==> src/rtl/byte_serial_adder32.sv <==
// Byte-serial W-bit adder: one 8-bit slice, registered carry between bytes.
// Optional OF/ZF flag outputs enabled by defining SERIAL_ADDER_FLAGS_EN.
`timescale 1ns/1ps
module byte_serial_adder32 #(
  parameter int NBYTES = 4
) (
  input  logic                  CLK,
  input  logic                  RST,
  input  logic                  Start,
  input  logic [8*NBYTES-1:0]   In1,
  input  logic [8*NBYTES-1:0]   In2,
  input  logic                  CI,
  output logic [8*NBYTES-1:0]   Out,
  output logic                  CO,
  output logic                  Busy,
`ifdef SERIAL_ADDER_FLAGS_EN
  output logic                  OF,
  output logic                  ZF,
`endif
  output logic                  Done
);

  localparam int W  = 8 * NBYTES;
  localparam int CW = $clog2(NBYTES);
  localparam logic [CW-1:0] LAST = CW'(NBYTES - 1);

  typedef enum logic [1:0] {
    IDLE,
    RUN,
    DONE
  } state_t;

  state_t        state;
  state_t        state_n;
  logic          load;
  logic          step;
  logic          last;

  logic [W-1:0]  a_sh;
  logic [W-1:0]  b_sh;
  logic [W-9:0]  acc;
  logic          carry;
  logic [CW-1:0] cnt;

  logic [7:0]    slice_sum;
  logic          slice_co;
  logic [W-1:0]  acc_ext;

`ifdef SERIAL_ADDER_FLAGS_EN
  logic          a_msb;
  logic          b_msb;
`endif

  // The 8-bit slice; the only carry path between bytes is the carry register.
  assign {slice_co, slice_sum} = {1'b0, a_sh[7:0]}
                               + {1'b0, b_sh[7:0]}
                               + {8'd0, carry};

  assign acc_ext = {slice_sum, acc};
  assign last    = (cnt == LAST);

  always_ff @(posedge CLK or posedge RST) begin
    if (RST) begin
      state <= IDLE;
    end else begin
      state <= state_n;
    end
  end

  always_comb begin
    state_n = state;
    load    = 1'b0;
    step    = 1'b0;
    Busy    = 1'b0;
    Done    = 1'b0;
    unique case (state)
      IDLE: begin
        if (Start) begin
          load    = 1'b1;
          state_n = RUN;
        end
      end
      RUN: begin
        Busy = 1'b1;
        step = 1'b1;
        if (last) begin
          state_n = DONE;
        end
      end
      DONE: begin
        Done = 1'b1;
        if (Start) begin
          load    = 1'b1;
          state_n = RUN;
        end else begin
          state_n = IDLE;
        end
      end
      default: begin
        state_n = IDLE;
      end
    endcase
  end

  always_ff @(posedge CLK or posedge RST) begin
    if (RST) begin
      a_sh  <= '0;
      b_sh  <= '0;
      acc   <= '0;
      carry <= 1'b0;
      cnt   <= '0;
      Out   <= '0;
      CO    <= 1'b0;
`ifdef SERIAL_ADDER_FLAGS_EN
      a_msb <= 1'b0;
      b_msb <= 1'b0;
      OF    <= 1'b0;
      ZF    <= 1'b0;
`endif
    end else if (load) begin
      a_sh  <= In1;
      b_sh  <= In2;
      carry <= CI;
      cnt   <= '0;
`ifdef SERIAL_ADDER_FLAGS_EN
      a_msb <= In1[W-1];
      b_msb <= In2[W-1];
`endif
    end else if (step) begin
      a_sh  <= a_sh >> 8;
      b_sh  <= b_sh >> 8;
      acc   <= acc_ext[W-1:8];
      carry <= slice_co;
      cnt   <= cnt + CW'(1);
      if (last) begin
        Out <= acc_ext;
        CO  <= slice_co;
`ifdef SERIAL_ADDER_FLAGS_EN
        OF  <= a_msb ^ b_msb ^ acc_ext[W-1] ^ slice_co;
        ZF  <= (acc_ext == '0);
`endif
      end
    end
  end

endmodule

==> config.mk <==
export PLATFORM = sky130hd
export DESIGN_NAME = byte_serial_adder32
export DESIGN_NICKNAME = d
export VERILOG_FILES = /design/src/rtl/byte_serial_adder32.sv
export SDC_FILE = /design/constraint.sdc
export NUM_CORES = 1
export LEC_CHECK = 0
export ABC_AREA = 1
export BUFFER_PORTS_ARGS = -buffer_cell sky130_fd_sc_hd__clkbuf_2
export CAP_MARGIN = 20
export CORE_UTILIZATION = 40
export CTS_CLUSTER_DIAMETER = 60
export DETAILED_ROUTE_END_ITERATION = 8
export GPL_TIMING_DRIVEN = 0
export MAX_ROUTING_LAYER = met4
export PLACE_DENSITY = 0.63
export SLEW_MARGIN = 10
export SYNTH_ARGS = -nofsm -noshare
export SYNTH_HDL_FRONTEND = slang
export SYNTH_SLANG_ARGS = --single-unit
export TNS_END_PERCENT = 100
==> constraint.sdc <==
create_clock -name CLK -period 5 [get_ports CLK]
set_clock_uncertainty 0.05 [all_clocks]
set_input_delay 0.5 -clock CLK [delete_from_list [all_inputs] [get_ports CLK]]
set_output_delay 0.5 -clock CLK [all_outputs]
set_load 0.005 [all_outputs]
### Yosys cells after proc, flatten, opt, wreduce, memory -nomap -nowiden

Index checks and enable logic that the tools add are counted.

* register bits after elaboration: 126
* input bits: 68
* output and inout port bits: 35
* logic and storage cells: 39

* add/subtract/negate cells: 3
* equality and inequality tests: 5
* muxes and demuxes: 16
* bitwise operators: 1
* reductions and logical operators: 6

Operators with widths (number)
* $mux 32: 4
* $add 8x8->9: 1
* $add 9x1->9: 1
* $mux 2: 4
* $mux 1: 7
* $pmux 2 s3: 1
* $eq 2x2->1 const B: 2
* $ne 2x2->1 const B: 2
* $reduce_and 2->1: 2
* $reduce_and 3->1: 1
* $add 2x1->2 const B: 1
* $eq 2x1->1 const B: 1
* $logic_not 2->1: 1
* $reduce_bool 2->1: 1
* $reduce_or 2->1: 1
* $not 1->1: 1

### Logic depth before layout (Yosys ltp)

Gate-level depths: netlist of the first run.

* depth in word-level cells: 5
* depth in mapped cells: 9
* gate-level depth less buffers: 9

### Worst setup path before layout of the first run

Ideal clock, no wire load.

* kind: register -> register
* from: register a_sh[0]
* to: register acc[20]
* library setup time: 0.117 ns
* arrival: 1.684 ns
* required time: 4.833 ns
* path slack: 3.149 ns
* stages on the path, launching flop included: 8
* path buffers: 0
* clock period less this slack: 1.851 ns
* cell sequence: dfrtp_1 fa_1 fa_1 nand2_1 o21ai_0 xor2_1 nand2_1 nand2_1

* word-level cells in the longest chain between the ends: 2

Ends and longest elaborated chain
* start, declared: RTL line 39 `logic [W-1:0] a_sh;`
* start signal, assigned: RTL line 121 `a_sh <= In1;`
* start signal, assigned: RTL line 130 `a_sh <= a_sh >> 8;`
* $add 8x8->9: RTL line 56 `+ {1'b0, b_sh[7:0]}`
* $add 9x1->9: RTL line 57 `+ {8'd0, carry};`
* end signal, assigned: RTL line 132 `acc <= acc_ext[W-1:8];`
* end, declared: RTL line 41 `logic [W-9:0] acc;`

Every way passes these cells.
A chain may end at the register's enable or synchronous reset.

### Worst setup path in the final report of the first run

* from: register state[1]
* to: output port Busy

* word-level cells in the longest chain between the ends: 2

Ends and longest elaborated chain
* start, declared: RTL line 33 `state_t state;`
* start signal, assigned: RTL line 66 `state <= state_n;`
* $eq 2x1->1: RTL line 76 `unique case (state)`
* $mux 1: RTL line 76
* end, declared: RTL line 15 `output logic Busy,`

Every way passes these cells.

==> run summary, run 1 <==
xor/xnor share of the synthesized area: 0.490%
Max IR drop VDD: 275 uV
FMAX: 467 MHz
largest cells by area after synthesis: dfrtp_1 (59%), nand2_1 (13%), inv_1 (4.5%)
# Max-Cap Violations: 0
asr flop ratio synth: 100%
row count: 41
ratio of cells with drive above 1 in the final layout: 24.0%
post-CTS setup buffers: 0
max-slew violation count: 0
Pwr Density: 725 nW/um^2
clock sink total: 126
CTS Hold Bufs: 0
Final period util: 42.8%
synth unique cells: 26
ys flop type: dfrtp_1
Setup crit end kind: output port
Mapped Nets: 657
initial core utilization: 41.8%
largest net degree at the start of global routing: 73
Commonest cells post-synth: nand2_1 (183), dfrtp_1 (126), inv_1 (64), o21ai_0 (31), o21ai_1 (26)
sequential-to-total area share from yosys stat: 58.8%
final WL: 12,900 um
Die Y: 118 um
GP Congestion: 0.818
Post-synth EDFFs: 0
final setup TNS: 0 ns
Filler cells: 1,247
clock latency on the worst-skew pair: 0.42 ns
Root Driver: clkbuf_16
worst-margin pin slew: 0.687 ns
largest family of logic cells by synthesized area: simple AND/OR/NAND/NOR gates
antenna violations before repair: 0
Post-DP HPWL: 9300 um
H-tree levels: 4
Layout Utilization: 52.0%
post-synthesis mux area share: 0%
CTS tree: built
P&R area growth vs syn: 24.4%
minimum clock period: 2.14 ns
synthesized area per cell: 9.26 sq um
die width: 118 um
vias in the first global route: 4,515
flops & latches, synth: 126
status: complete, no violations
CTS clk-pin slew, worst paths: 0.05 ns
Post-CTS Resized: 0
Routed Antenna Nets: 0
Compound-Gate Fraction of Synth Area: 13.8%
via count of the routed design: 4,335
Post-Place Worst Slack: 2.97 ns
Die Footprint: 13,900 sq um
nets: 779
Slew HR: 54.2%
Overflow after GRT: 0
clk buf depth: 2
synthesized cell area: 5360 sq um
setup violators final: 0
Synth Instances: 579
LEAKAGE: 3.43 nW
Via density: 4.90
Critical Path Fanout Max: 10
gr usage total: 21.5%
CP Launch Type: flop
total CTS buffers: 17
Critical Path RT: 4.45 ns
Final Hold Fails: 0
most frequent cell after synthesis: nand2_1
share of the synthesized area in the top cell type: 58.8%
Yosys top cell by area: dfrtp_1
Simple-Gate Fraction of Synth Area: 16.4%
core area: 12,800 sq um
WP data arrival: 1.59 ns
ANT cells: 0
1st-iter DRT viols: 269
FF-to-FF setup slack: 2.96 ns
WL per Instance: 14.6 um
Remaining DRCs: 0
Critical Setup Path Class: flop to output port
final setup margin: 2.86 ns
worst hold path type: primary input to asynchronous set/reset pin
drt first pass iters: 5
unrepaired setup endpoints after global routing: no
global-route wire length before repair: 22,200 um
port buffer count: 102
io pins: 103
Yosys Warn Count: 0
Final Power: 4.83 mW
Synth Area in Adders: 2.61%
-- kinds of logic after synthesis --
logic type	after synthesis
simple gates	223
fa+ha+maj	10
compound gates	120
buf+inv	97
flops	126
xor+xnor	3
-- placed cells by master (no fill, tap or decap), drive strengths merged --
cell and n:
nand2 186, clkbuf 127, dfrtp 126, inv 68, o21ai 57, buf 27, nand3 21, a21oi 21
o22ai 16, o221ai 16, nor2 15, o211ai 8, ha 8, clkinv 7, xor2 3, fa 2
nand3b 1, o21a 1, a22o 1, bufinv 1
-- critical path, cell delays in order, from the launching register on --
cell and delay, ns:
dfrtp_1 0.36, inv_1 0.08, nand2_2 0.12, inv_2 0.17
buf_2 0.27, clkbuf_2 0.17
-- final cells by class --
type / count / area [sq um] / share of cell area [%]
repair buffers: 103 / 538 / 8.07
flip-flops and latches: 126 / 3150 / 47.3
inverters: 68 / 260 / 3.90
plain buffers: 29 / 170 / 2.55
well taps: 172 / 215 / 3.23
clock inverters: 8 / 65.1 / 0.976
clock buffers: 22 / 484 / 7.26
multi-input cells: 356 / 1780 / 26.7
-- per-stage QoR --
stage          cell area, sq um  cells  hold slack, ns
6_report                   6670    884           0.138
4_1_cts                    6670    884           0.154
5_1_grt                    6670    884           0.188
2_1_floorplan              5360    579           0.392
3_3_place_gp               6090    853           0.409
3_5_place_dp               6120    854           0.414
-- power breakdown --
| part | switching [mW] | total, mW | internal [mW] |
|---|---|---|---|
| combinational | 1.22 | 1.95 | 0.734 |
| sequential | 0.240 | 1.75 | 1.51 |
| clock | 0.413 | 1.13 | 0.722 |
| total | 1.87 | 4.83 | 2.97 |
-- sequential cells by signal, summed over array words and instances (netlist names) --
signal  count
state       2
CO          1
acc        24
carry       1
b_sh       32
a_sh       32
cnt         2
Out        32
-- layer usage --
metal,vias up,wire length [um],track usage [%]
li1,2128,-,-
met4,0,195,7.53
met3,20,594,5.62
met1,2070,6110,27.4
met2,117,6050,33.1
met5,-,0,-
-- path summary, 6_finish.rpt --
check	depth (start not counted)	to	from
worst max-delay path	5	Busy	state[1]$_DFFE_PP0P_
worst min-delay path	2	Out[5]$_DFFE_PP0P_	RST
worst max register to register	8	acc[22]$_DFFE_PP0P_	a_sh[0]$_DFFE_PP0P_
worst min register to register	2	Out[2]$_DFFE_PP0P_	acc[2]$_DFFE_PP0P_
max in group asynchronous	3	b_sh[5]$_DFFE_PP0P_	RST
min in group CLK	3	b_sh[18]$_DFFE_PP0P_	In2[18]
Note: power is estimated with default switching activity, not from simulation.
==> inputs of run 2 (changes only) <==
- PLACE_DENSITY: 0.63 -> 0.65
- clock period: 5 -> 1.8 ns (I/O delays scaled with it)
==> run summary, run 2 (synthesis gave the netlist of run 1 again) <==
largest net degree at the start of global routing: 38 (was 73)
setup violators final: 8 (was 0)
LEAKAGE: 3.69 nW (was 3.43 nW)
placed insts: 856 (was 854)
final WL: 13,700 um (was 12,900 um)
Crit-path slowest cell: dfrtp_1 (unchanged)
total CTS buffers: 17 (unchanged)
Critical Setup Path Class: flop to flop (was flop to output port)
die width: 118 um (unchanged)
antenna violations before repair: 0 (unchanged)
Sw Share: 38.6% (about the same)
clock sink total: 126 (unchanged)
ratio of cells with drive above 1 in the final layout: 23.9% (was 24.0%)
core area: 12,800 sq um (unchanged)
final setup TNS: -0.793 ns (was 0 ns)
Pwr Density: 1900 nW/um^2 (was 725 nW/um^2)
max-slew violation count: 0 (unchanged)
uppermost layer routed: met4 (unchanged)
ANT cells: 0 (unchanged)
minimum clock period: 1.94 ns
# Max-Cap Violations: 0 (unchanged)
met2 wire len: 6560 um (was 6050 um)
Max IR drop VDD: 797 uV (was 275 uV)
Final period util: 108%
Layout Utilization: 57.0% (was 52.0%)
most frequent cells in the layout: nand2_1 (180), dfrtp_1 (126), clkbuf_2 (102) (was nand2_1 (183), dfrtp_1 (126), clkbuf_2 (102))
H-tree levels: 4 (unchanged)
port buffer count: 102 (unchanged)
Via density: 4.97 (was 4.90)
1st-iter DRT viols: 229 (was 269)
worst-margin pin slew: 0.700 ns (was 0.687 ns)
clk buf depth: 2 (unchanged)
drt first pass iters: 6 (was 5)
Overflow after GRT: 0 (unchanged)
Int Power: 8.51 mW (was 2.97 mW)
initial core utilization: 41.8% (unchanged)
worst hold slack: 0.0104 ns (was 0.138 ns)
io pins: 103 (unchanged)
gr usage total: 21.9% (was 21.5%)
Worst R2R Start: a_sh[0]$_DFFE_PP0P_ (unchanged)
Finished Cell Area: 7310 sq um (was 6670 sq um)
Bufs and invs on worst path: 0 (was 4)
placed cell areas: 6150 sq um (was 6120 sq um)
Final Hold Fails: 0 (unchanged)
crit path cell chain: fa_2, fa_2, nand2_2, nand3_2, nand3b_1, nand3_2, nand3_2, nand2_2 (was inv_1, nand2_2, inv_2, buf_2, clkbuf_2)
Seq pwr share: 35.1% (was 36.2%)
CTS tree: built (unchanged)
nets: 837 (was 779)
Top delay family on crit path: adder cells (was buffers and inverters)
slowest stage delay, CP: 0.42 ns (was 0.36 ns)
fin cells: 943 (was 884)
top flop regs: Out: 32 flops, a_sh: 32 flops, b_sh: 32 flops (unchanged)
status: finished with violations (was complete, no violations)
Routed Antenna Nets: 0 (unchanged)
failing checks: negative setup slack
clock latency on the worst-skew pair: 0.42 ns (about the same)
Post-DP HPWL: 9350 um (was 9300 um)
Die Footprint: 13,900 sq um (unchanged)
Post-Place Worst Slack: -0.0941 ns (was 2.97 ns)
Clk network pwr share: 23.3% (was 23.5%)
Remaining DRCs: 0 (unchanged)
row count: 41 (unchanged)
Final Power: 13.9 mW (was 4.83 mW)
via count of the routed design: 4,684 (was 4,335)
Slew HR: 53.4% (was 54.2%)
FMAX: 515 MHz
Critical Path RT: 2.06 ns (was 4.45 ns)
Worst Setup SP: a_sh[0]$_DFFE_PP0P_ (was state[1]$_DFFE_PP0P_)
Setup crit end kind: flop (was output port)
Die Y: 118 um (unchanged)
WL per Instance: 14.5 um (was 14.6 um)
NetSw: 5.35 mW (was 1.87 mW)
met1 wire length: 6100 um (was 6110 um)
final setup margin: -0.141 ns (was 2.86 ns)
WP data arrival: 2.20 ns (was 1.59 ns)
crit-path most repeated cell: nand3_2
HP Start: In1[23]
Critical Path Fanout Max: 2 (was 10)
Logic pwr share: 41.6% (was 40.3%)
unrepaired setup endpoints after global routing: yes (was no)
Root Driver: clkbuf_16 (unchanged)
GP Congestion: 0.823 (was 0.818)
CP Launch Type: flop (unchanged)
CTS clk-pin slew, worst paths: 0.05 ns (about the same)
global-route wire length before repair: 22,800 um (was 22,200 um)
metal3 WL: 704 um (was 594 um)
vias in the first global route: 4,695 (was 4,515)
most common cell after layout, fill and taps aside: nand2_1 (unchanged)
worst hold path type: primary input to flop (was primary input to asynchronous set/reset pin)
P&R area growth vs syn: 36.3% (was 24.4%)
==> run 2: final cells by class <==
cell class                      count  area (sq um)
Buffer                             29           173
Clock buffer                       23           468
Clock inverter                      8          90.1
Fill cell                        1134          5520
Inverter                           68           262
Multi-Input combinational cell    356          1820
Sequential cell                   126          3150
Tap cell                          172           215
Timing Repair Buffer              161          1120
==> run 2: routing by layer <==
layer / up-vias / GRT usage, %
li1: 2246 / -
met1: 2236 / 27.0
met2: 170 / 34.5
met3: 32 / 4.65
met4: 0 / 9.86
met5: - / -
==> run 2: final timing paths <==
path	to	slack, ns	depth (start not counted)
worst max-delay path	Out[30]$_DFFE_PP0P_	-0.14	8
worst min-delay path	a_sh[23]$_DFFE_PP0P_	0.01	3
worst max register to register	Out[30]$_DFFE_PP0P_	-0.14	8
worst min register to register	Out[6]$_DFFE_PP0P_	0.42	2
max in group asynchronous	b_sh[3]$_DFFE_PP0P_	0.57	5
min in group asynchronous	Out[0]$_DFFE_PP0P_	0.32	3
==> run 2: worst min-delay path: stages <==
cell and delay, ns:
clkbuf_2 0.07, o21ai_0 0.07, o22ai_1 0.10
==> run 2: what timing repair did <==
item                       in CTS  in global routing
setup buffers                   1                  2
gates resized for setup         2                 11
hold buffers                   53                  0
hold endpoints to repair       78                  0
setup endpoints to repair       7                  9
pin swaps                       2                  8
==> run 2: power by group through the flow <==
stage / sequential, mW / clock (mW) / combinational (mW)
global route: 5.02 / 3.39 / 6.52
global placement: 4.87 / 0 / 5.28
finish: 4.87 / 3.23 / 5.76
detailed placement: 4.90 / 0 / 5.43
floorplan: 4.76 / 0 / 3.81
CTS: 4.87 / 3.27 / 5.61
